$ cat config.mk
export PLATFORM = sky130hd
export DESIGN_NAME = inst_encoder
export DESIGN_NICKNAME = d
export VERILOG_FILES = /design/src/rtl/inst_encoder.sv
export SDC_FILE = /design/constraint.sdc
export NUM_CORES = 1
export LEC_CHECK = 0
export ABC_CLOCK_PERIOD_IN_PS = 6400
export CAP_MARGIN = 20
export CORE_UTILIZATION = 54
export DETAILED_ROUTE_END_ITERATION = 8
export GPL_ROUTABILITY_DRIVEN = 1
export HOLD_SLACK_MARGIN = 0.03
export PLACE_DENSITY = 0.86
export SYNTH_ARGS = -nofsm -noshare
export SYNTH_HDL_FRONTEND = slang
export SYNTH_SLANG_ARGS = --single-unit
$ cat constraint.sdc
create_clock -name clk -period 6.4 [get_ports clk]
set_input_delay 1.28 -clock clk [delete_from_list [all_inputs] [get_ports clk]]
set_output_delay 1.28 -clock clk [all_outputs]
set_load 0.1 [all_outputs]
$ cat src/rtl/inst_encoder.sv
// inst_encoder -- packs decoded instruction fields back into a 32-bit RV32IM word.
//
// Inverse of the core instruction decoder. Used by self-check/trace replay and by the
// boot-sequence generator. Each accepted field bundle is encoded combinationally and
// pushed into a small output FIFO. Bundles that do not map to a legal encoding produce
// a NOP (32'h0000_0013) tagged with out_err.
//
// Parameters:
//   FIFO_DEPTH  output buffer entries (power of two, >= 2)
//   CNT_W       width of enc_cnt / err_cnt (both wrap)
//
// Ports:
//   clk, rst              clock (rising edge), asynchronous active-high reset
//   in_valid / in_ready   field bundle handshake; in_ready = FIFO not full
//   in_code               {b11, b10, funct3[2:0], opcode[6:0]}; 12'hFFF = illegal marker
//   in_rd, in_rs1, in_rs2 register fields
//   in_imm                immediate in decoder (sign-extended) layout
//   out_valid / out_ready encoded word handshake; out_valid = FIFO not empty
//   out_inst, out_err     FIFO head word and its unencodable flag (0 when empty)
//   enc_cnt, err_cnt      running counts of legal / illegal accepted bundles
//
// Optional build macro:
//   ENC_IRQ_EN  makes opcode 7'b0011000 with funct3 != 0 legal (I-style layout).
//
// Handshake: a transfer happens on a rising clk edge where valid && ready are both
// high. The producer holds valid and its payload stable until that edge; the FIFO
// keeps out_inst/out_err stable while out_valid && !out_ready. Push and pop may
// happen in the same cycle, leaving occupancy unchanged.

module inst_encoder #(
  parameter int FIFO_DEPTH = 2,
  parameter int CNT_W      = 16
) (
  input  logic             clk,
  input  logic             rst,
  input  logic             in_valid,
  output logic             in_ready,
  input  logic [11:0]      in_code,
  input  logic [4:0]       in_rd,
  input  logic [4:0]       in_rs1,
  input  logic [4:0]       in_rs2,
  input  logic [31:0]      in_imm,
  output logic             out_valid,
  input  logic             out_ready,
  output logic [31:0]      out_inst,
  output logic             out_err,
  output logic [CNT_W-1:0] enc_cnt,
  output logic [CNT_W-1:0] err_cnt
);

  localparam int          AW      = (FIFO_DEPTH > 1) ? $clog2(FIFO_DEPTH) : 1;
  localparam logic [AW:0] DEPTH_C = (AW+1)'(FIFO_DEPTH);

  localparam logic [31:0] NOP = 32'h0000_0013;

  localparam logic [6:0] OP_LUI    = 7'b0110111;
  localparam logic [6:0] OP_AUIPC  = 7'b0010111;
  localparam logic [6:0] OP_JAL    = 7'b1101111;
  localparam logic [6:0] OP_JALR   = 7'b1100111;
  localparam logic [6:0] OP_LOAD   = 7'b0000011;
  localparam logic [6:0] OP_SYSTEM = 7'b1110011;
  localparam logic [6:0] OP_IMM    = 7'b0010011;
  localparam logic [6:0] OP_STORE  = 7'b0100011;
  localparam logic [6:0] OP_BRANCH = 7'b1100011;
  localparam logic [6:0] OP_REG    = 7'b0110011;
`ifdef ENC_IRQ_EN
  localparam logic [6:0] OP_IRQ    = 7'b0011000;
`endif

  // ---------------------------------------------------------------------------
  // Field extraction and combinational encode
  // ---------------------------------------------------------------------------
  logic [6:0]  op;
  logic [2:0]  f3;
  logic        b10;
  logic        b11;
  logic [31:0] i_word;
  logic [31:0] enc_inst;
  logic        enc_err;

  assign op  = in_code[6:0];
  assign f3  = in_code[9:7];
  assign b10 = in_code[10];
  assign b11 = in_code[11];

  // Shared I-type layout (JALR, loads, SYSTEM, OP-IMM non-shift, IRQ)
  assign i_word = {in_imm[11:0], in_rs1, f3, in_rd, op};

  always_comb begin
    enc_inst = NOP;
    enc_err  = 1'b1;
    case (op)
      OP_LUI, OP_AUIPC: begin
        enc_inst = {in_imm[31:12], in_rd, op};
        enc_err  = 1'b0;
      end
      OP_JAL: begin
        enc_inst = {in_imm[20], in_imm[10:1], in_imm[11], in_imm[19:12], in_rd, op};
        enc_err  = 1'b0;
      end
      OP_JALR: begin
        if (f3 == 3'b000) begin
          enc_inst = i_word;
          enc_err  = 1'b0;
        end
      end
      OP_LOAD: begin
        // LB, LH, LW, LBU, LHU only
        if (f3 inside {3'b000, 3'b001, 3'b010, 3'b100, 3'b101}) begin
          enc_inst = i_word;
          enc_err  = 1'b0;
        end
      end
      OP_SYSTEM: begin
        if (f3 != 3'b100) begin
          enc_inst = i_word;
          enc_err  = 1'b0;
        end
      end
      OP_IMM: begin
        // funct3 001/101 are the shifts: 5-bit shamt, b10 selects arithmetic
        if (f3[1:0] == 2'b01) begin
          enc_inst = {1'b0, b10, 5'b0, in_imm[4:0], in_rs1, f3, in_rd, op};
        end else begin
          enc_inst = i_word;
        end
        enc_err = 1'b0;
      end
      OP_STORE: begin
        if (f3 inside {3'b000, 3'b001, 3'b010}) begin
          enc_inst = {in_imm[11:5], in_rs2, in_rs1, f3, in_imm[4:0], op};
          enc_err  = 1'b0;
        end
      end
      OP_BRANCH: begin
        // funct3 010/011 are unassigned branch codes
        if (f3[2:1] != 2'b01) begin
          enc_inst = {in_imm[12], in_imm[10:5], in_rs2, in_rs1, f3,
                      in_imm[4:1], in_imm[11], op};
          enc_err  = 1'b0;
        end
      end
      OP_REG: begin
        // b10 marks the M extension; divide/remainder (f3[2]) is not supported
        if (!(b10 && f3[2])) begin
          enc_inst = {1'b0, b11, 4'b0, b10, in_rs2, in_rs1, f3, in_rd, op};
          enc_err  = 1'b0;
        end
      end
`ifdef ENC_IRQ_EN
      OP_IRQ: begin
        if (f3 != 3'b000) begin
          enc_inst = i_word;
          enc_err  = 1'b0;
        end
      end
`endif
      default: begin
        enc_inst = NOP;
        enc_err  = 1'b1;
      end
    endcase
  end

  // ---------------------------------------------------------------------------
  // Output FIFO
  // ---------------------------------------------------------------------------
  logic [31:0]   mem_inst [FIFO_DEPTH];
  logic          mem_err  [FIFO_DEPTH];
  logic [AW-1:0] wr_ptr;
  logic [AW-1:0] rd_ptr;
  logic [AW:0]   count;
  logic          push;
  logic          pop;

  assign in_ready  = (count != DEPTH_C);
  assign out_valid = (count != '0);
  assign push      = in_valid && in_ready;
  assign pop       = out_valid && out_ready;

  // Head is forced to zero when empty so the outputs read 0 after reset and drain.
  assign out_inst = out_valid ? mem_inst[rd_ptr] : 32'h0;
  assign out_err  = out_valid ? mem_err[rd_ptr]  : 1'b0;

  always_ff @(posedge clk or posedge rst) begin
    if (rst) begin
      wr_ptr  <= '0;
      rd_ptr  <= '0;
      count   <= '0;
      enc_cnt <= '0;
      err_cnt <= '0;
    end else begin
      if (push) begin
        wr_ptr <= wr_ptr + AW'(1);
        if (enc_err) err_cnt <= err_cnt + CNT_W'(1);
        else         enc_cnt <= enc_cnt + CNT_W'(1);
      end
      if (pop) begin
        rd_ptr <= rd_ptr + AW'(1);
      end
      case ({push, pop})
        2'b10:   count <= count + (AW+1)'(1);
        2'b01:   count <= count - (AW+1)'(1);
        default: count <= count;
      endcase
    end
  end

  // Storage needs no reset: entries are only visible through out_valid.
  always_ff @(posedge clk) begin
    if (push) begin
      mem_inst[wr_ptr] <= enc_inst;
      mem_err[wr_ptr]  <= enc_err;
    end
  end

endmodule

# After elaboration in Yosys (flattened, before gate mapping)
# Memories as Yosys holds them, arrays and structs flattened.
# Cells that the tools add are included.
[classes]
n_addsub = 6
n_eq_ne = 20
muxes = 20
bitwise = 1
reduce_logical = 12
[ops]
columns = ["cell", "n"]
rows = [
  ["$pmux W32 S9", 1],
  ["$mux W32", 7],
  ["$add A16 B1 Y16 const B", 2],
  ["$mux W31", 1],
  ["$eq A7 B7 Y1 const B", 4],
  ["$eq A7 B6 Y1 const B", 3],
  ["$eq A7 B5 Y1 const B", 2],
  ["$mux W1", 9],
  ["$eq A7 B2 Y1 const B", 1],
  ["$pmux W1 S7", 1],
  ["$eq A3 B3 Y1 const B", 2],
  ["$reduce_bool A5 Y1", 1],
  ["$eq A2 B1 Y1 const B", 2],
  ["$pmux W2 S2", 1],
  ["$reduce_and A2 Y1", 2],
  ["$reduce_bool A2 Y1", 2],
  ["$reduce_or A4 Y1", 1],
  ["$eq A3 B1 Y1 const B", 1],
  ["$eq A3 B2 Y1 const B", 1],
  ["$logic_and A1 B1 Y1", 3],
  ["$logic_not A3 Y1", 1],
  ["$ne A3 B3 Y1 const B", 1],
  ["$reduce_bool A3 Y1", 1],
  ["$add A1 B1 Y1 const B", 2],
  ["other kinds (7)", 7],
]
[word_totals]
reg_bits = 36
ram_bits = 66
in_bits = 63
memories = 2
[mem_list]
columns = ["memory", "depth", "word_bits", "rd", "rd_clocked_by_memory_dff", "write_ports", "line", "rtl"]
rows = [
  ["mem_inst", 2, 32, 1, 0, 1, "168", "logic [31:0] mem_inst [FIFO_DEPTH];"],
  ["mem_err", 2, 1, 1, 0, 1, "169", "logic mem_err [FIFO_DEPTH];"],
]

# Logic depth before layout (Yosys ltp)
[logic_depth]
depth_word = 6
depth_mapped = 9

# Worst setup path before layout
# No wires, ideal clock.
[synth_path]
path_type = "flip-flop to output port"
from = "reg rd_ptr"
to = "out out_inst[10]"
t_arrival_ns = 2.463
required_ns = 5.120
path_slack_ns = 2.657
path_stages_with_launch = 5
n_path_buf = 2
cell_sequence = "dfrtp_1 clkbuf_1 clkbuf_1 mux2i_1 nor2_1"
[synth_via]
elab_chain_cells = 2
[synth_rtl]
columns = ["item", "line", "rtl"]
rows = [
  ["start: declaration", "171", "logic [AW-1:0] rd_ptr;"],
  ["start signal: assignment", "199", "rd_ptr <= rd_ptr + AW'(1);"],
  ["$mem_v2 Z2 W32", "--", ""],
  ["$mux W32", "182", "assign out_inst = out_valid ? mem_inst[rd_ptr] : 32'h0;"],
  ["end: declaration", "45", "output logic [31:0] out_inst,"],
]
# Every way passes these cells.

# Final worst setup path
[layout_path]
from = "reg rd_ptr"
to = "out out_err"
[layout_via]
elab_chain_cells = 2
[layout_rtl]
columns = ["item", "line", "rtl"]
rows = [
  ["$mem_v2 Z2 W1", "--", ""],
  ["$mux W1", "183", "assign out_err = out_valid ? mem_err[rd_ptr] : 1'b0;"],
  ["end: declaration", "46", "output logic out_err,"],
]
# Every way passes these cells.

==> summary.txt <==
Run status
  • Status: finished, final reports clean

Die
  • Total die area: 10200 um2
  • Row cnt: 35
  • Die Ht: 101 um
  • Core Footprint: between 9000 and 10000 um2
  • Num ports: 130
  • Initial Utilization: a little under three fifths
  • Die width: roughly 100 um

Clocking
  • Root buf cell: clkbuf_8
  • Clock latency on the worst-skew pair: 0.36 ns
  • Clock Sinks: slightly above 100
  • Post-cts resize count: 0
  • CTS tree: yes
  • CTS Buf Count: 9
  • Clock buffer depth: 2
  • Clk slew on worst S/H paths: 0.10 ns
  • Setup bufs post-CTS: 0
  • Hold_buf cts: 0
  • H-tree depth: 3

Setup path
  • Critical Path Start Type: flop
  • CP Capture Type: output port
  • Critical Path Max Stage Delay: 1.18 ns
  • R2r setup slk: 3.84 ns
  • Crit-path max FO: 34
  • Cells along the critical path: mux2i_1 -> nor2_1 -> clkdlybuf4s50_1
  • Combined buffer and inverter count along the critical path: 1
  • Slowest-stage cell, CP: clkdlybuf4s50_1
  • R2r startpoint: count[0]
  • WP data required: 5.12 ns
  • RR Endpoint: mem_inst[0][29]
  • CP arrival: ~3.0 ns
  • Worst setup startpoint: rd_ptr
  • Worst setup path class: reg -> out
  • Cell family with most CP delay: buffers and inverters
  • R2R depth: 4

Timing
  • Fmax: 234 MHz
  • Setup_tns: 0 ns
  • Slew Limit Fails: 0
  • Post-route setup slack: between 2 and 2.5 ns
  • Hold_ws: ~0.49 ns
  • RSZ-0062 raised after global routing: false
  • Max-slew headroom: ~32%
  • Final count of negative-setup-slack endpoints: 0
  • Final Hold Fails: 0
  • Period minus WS final: ~4.3 ns
  • Worst-Margin Slew: 1.01 ns
  • Ratio of final minimum period to clock period: 66.8%
  • Clk_skew: about 0.010 ns

Drt
  • First drt pass iteration count: 5
  • Iteration-0 DRC Markers: 236
  • DRC: 0
  • Via density: a little under 6
  • DR vias: 4148
  • Post-DR wirelength/cell: 18.5 um
  • ANT nets after route: 0
  • Final wirelength: 13200 um

Global routing
  • Total GRT Usage: 26.6%
  • Global-route wire length before repair: 20700 um
  • Met1 Resource Use GR: approximately a third
  • Vias in the first global route: 4142
  • GRT met3 Usage: 3.45%
  • Global route hottest layer: met2
  • Total grt overflow: 0
  • Initial antenna violation count: 0
  • Largest net degree at the start of global routing: 37
  • M2 GR Usage: 44.6%

Power and ir drop
  • Peak supply drop: 0.351 mV
  • Comb power frac: 58.5%
  • P_leak: 2.70 nW
  • Clk pwr share: 12.1%
  • Sw Ratio: between 50 and 60%
  • Pwr dens: 487 nW/um2
  • Internal: between 0.0015 and 0.002 W
  • Reg power frac: approximately 30%
  • NetSw: 0.00185 W

Yosys
  • Syn Area/Cell: 11.6 um2
  • Post-synth ARST share: 35.3%
  • Synth Flop Type: edfxtp_1
  • Gate Count Post-Synth: 458
  • Post-synthesis sequential area ratio: 54.3%
  • Synth Warn #: 0
  • Post-synthesis register bit count: 102
  • Post-synth EDFFs: 66
  • Synth cell types: 59
  • Post-Syn Area: ~5300 um2

Layout
  • Register area: 2880 um2
  • Non-Filler Instances: about 700
  • Fin nets: 642
  • Multi-input gate area in the final layout: between 2000 and 2500 um2
  • Inserted Diodes: 0
  • Area added between synthesis and finish: 29.4%
  • Layout Cell Area excl Fill: 6880 um2
  • Share of post-route cells with drive strength above 1: 6.88%
  • # fillers: 669

Placement
  • HPWL after detailed placement: about 9300 um
  • Placed insts: 694
  • Placement Setup Slack: between 2 and 2.5 ns
  • I/O Buffers: 129
  • Area after DPL: 6680 um2
  • Placer Congestion: roughly 0.93

Flow run
  • Max cap viols: 0

Worst hold path
  • HP Class: reg -> reg
  • Hold Path Depth: 1
  • Hold Path End: enc_cnt[15]
  • HP Start: enc_cnt[15]
## final cells by class
type | instances | share of cell area, %
clock buffers | 9 | 1.80
inverters | 15 | 0.819
multi-input cells | 313 | 32.6
repair buffers | 135 | 19.4
flip-flops and latches | 102 | 41.9
well taps | 129 | 2.35
clock inverters | 7 | 1.04
## synthesized netlist by cell type (all sizes together) (3+ instances only)
library cell	n	area, um2
and2	4	25.0
xor2	18	158
mux2i	33	330
a32o	3	30.0
ha	3	37.5
a31oi	3	18.8
or3	6	37.5
nand2	25	93.8
nor2	44	165
xnor2	17	149
a2111oi	8	101
nor4	4	25.0
a221o	3	30.0
or2	3	18.8
edfxtp	66	1980
nand4	11	68.8
nand2b	6	37.5
a211oi	9	67.6
clkbuf	16	60.1
nor3	12	60.1
nand4bb	3	33.8
buf	15	104
dfrtp	36	901
a21o	5	37.5
nand3	19	105
a21oi	8	43.8
a22o	18	158
and3	6	42.5
o21ai	8	40.0
inv	15	56.3
## per-stage QoR
stage	total power (W)	util (%)
floorplan	0.00249	-
global placement	0.00293	71.3
detailed placement	0.00296	71.3
CTS	0.00336	73.4
global route	0.00347	73.4
finish	0.00335	73.4
## per-layer routing
metal	wire (um)	vias to the layer above
met5	0	-
met4	316	0
met3	642	27
met2	6510	162
met1	5690	2015
li1	-	1944
## worst max-delay path by stage
stage	slack, ns	endpoint	cells after the start
3_5_place_dp	2.10	mem_inst[0][4]	6
6_report	2.12	out_err	3
4_1_cts	2.13	out_err	3
3_3_place_gp	2.19	mem_inst[0][4]	6
5_1_grt	1.97	out_err	3
2_1_floorplan	2.66	out_inst[10]	4
## flip-flops by register name, summed over array words and instances, names as in the netlist
register and flops:
wr_ptr 1, count 2, rd_ptr 1, enc_cnt 16, err_cnt 16, mem_inst 64, mem_err 2
## worst register-to-register path: stages (launching register included)
cell and delay [ns]:
dfrtp_1 0.45, nand2b_1 0.21, and2_1 0.35, inv_1 0.33, nor2_4 0.82
## logic make-up after synthesis
| family | count (synthesis) | share of synthesized area [%] |
|---|---|---|
| AOI/OAI and AO/OA | 82 | 12.7 |
| xor gates and xnor gates | 35 | 5.77 |
| adders and majority gates | 3 | 0.707 |
| buffers and inverters | 46 | 4.14 |
| DFF | 102 | 54.3 |
| muxes | 35 | 6.64 |
| other | 1 | 0.0706 |
| and+or+nand+nor | 154 | 15.7 |
## power by group through the flow
| stage | logic (W) | clock network [W] | registers (W) |
|---|---|---|---|
| floorplan | 0.00136 | 0 | 0.00113 |
| global placement | 0.00194 | 0 | 0.000990 |
| detailed placement | 0.00196 | 0 | 0.000999 |
| CTS | 0.00197 | 0.000406 | 0.000986 |
| global route | 0.00203 | 0.000436 | 0.00100 |
| finish | 0.00196 | 0.000405 | 0.000986 |
## cells in the final DEF (no fill, tap or decap), types with 4 or more instances in the layout
cell / n
a2111oi_2: 5
a211oi_1: 8
a21o_1: 5
a21oi_1: 7
a22o_1: 18
and2_1: 4
and3_1: 5
buf_4: 6
clkbuf_8: 9
clkdlybuf4s50_1: 129
conb_1: 4
dfrtp_1: 35
edfxtp_1: 66
inv_1: 15
mux2i_1: 33
nand2_1: 25
nand2b_1: 6
nand3_1: 17
nand4_1: 11
nor2_1: 42
nor3_1: 12
nor4_1: 4
o21ai_0: 8
or3_1: 6
xnor2_1: 17
xor2_1: 18
(Power assumes the default switching activity.)
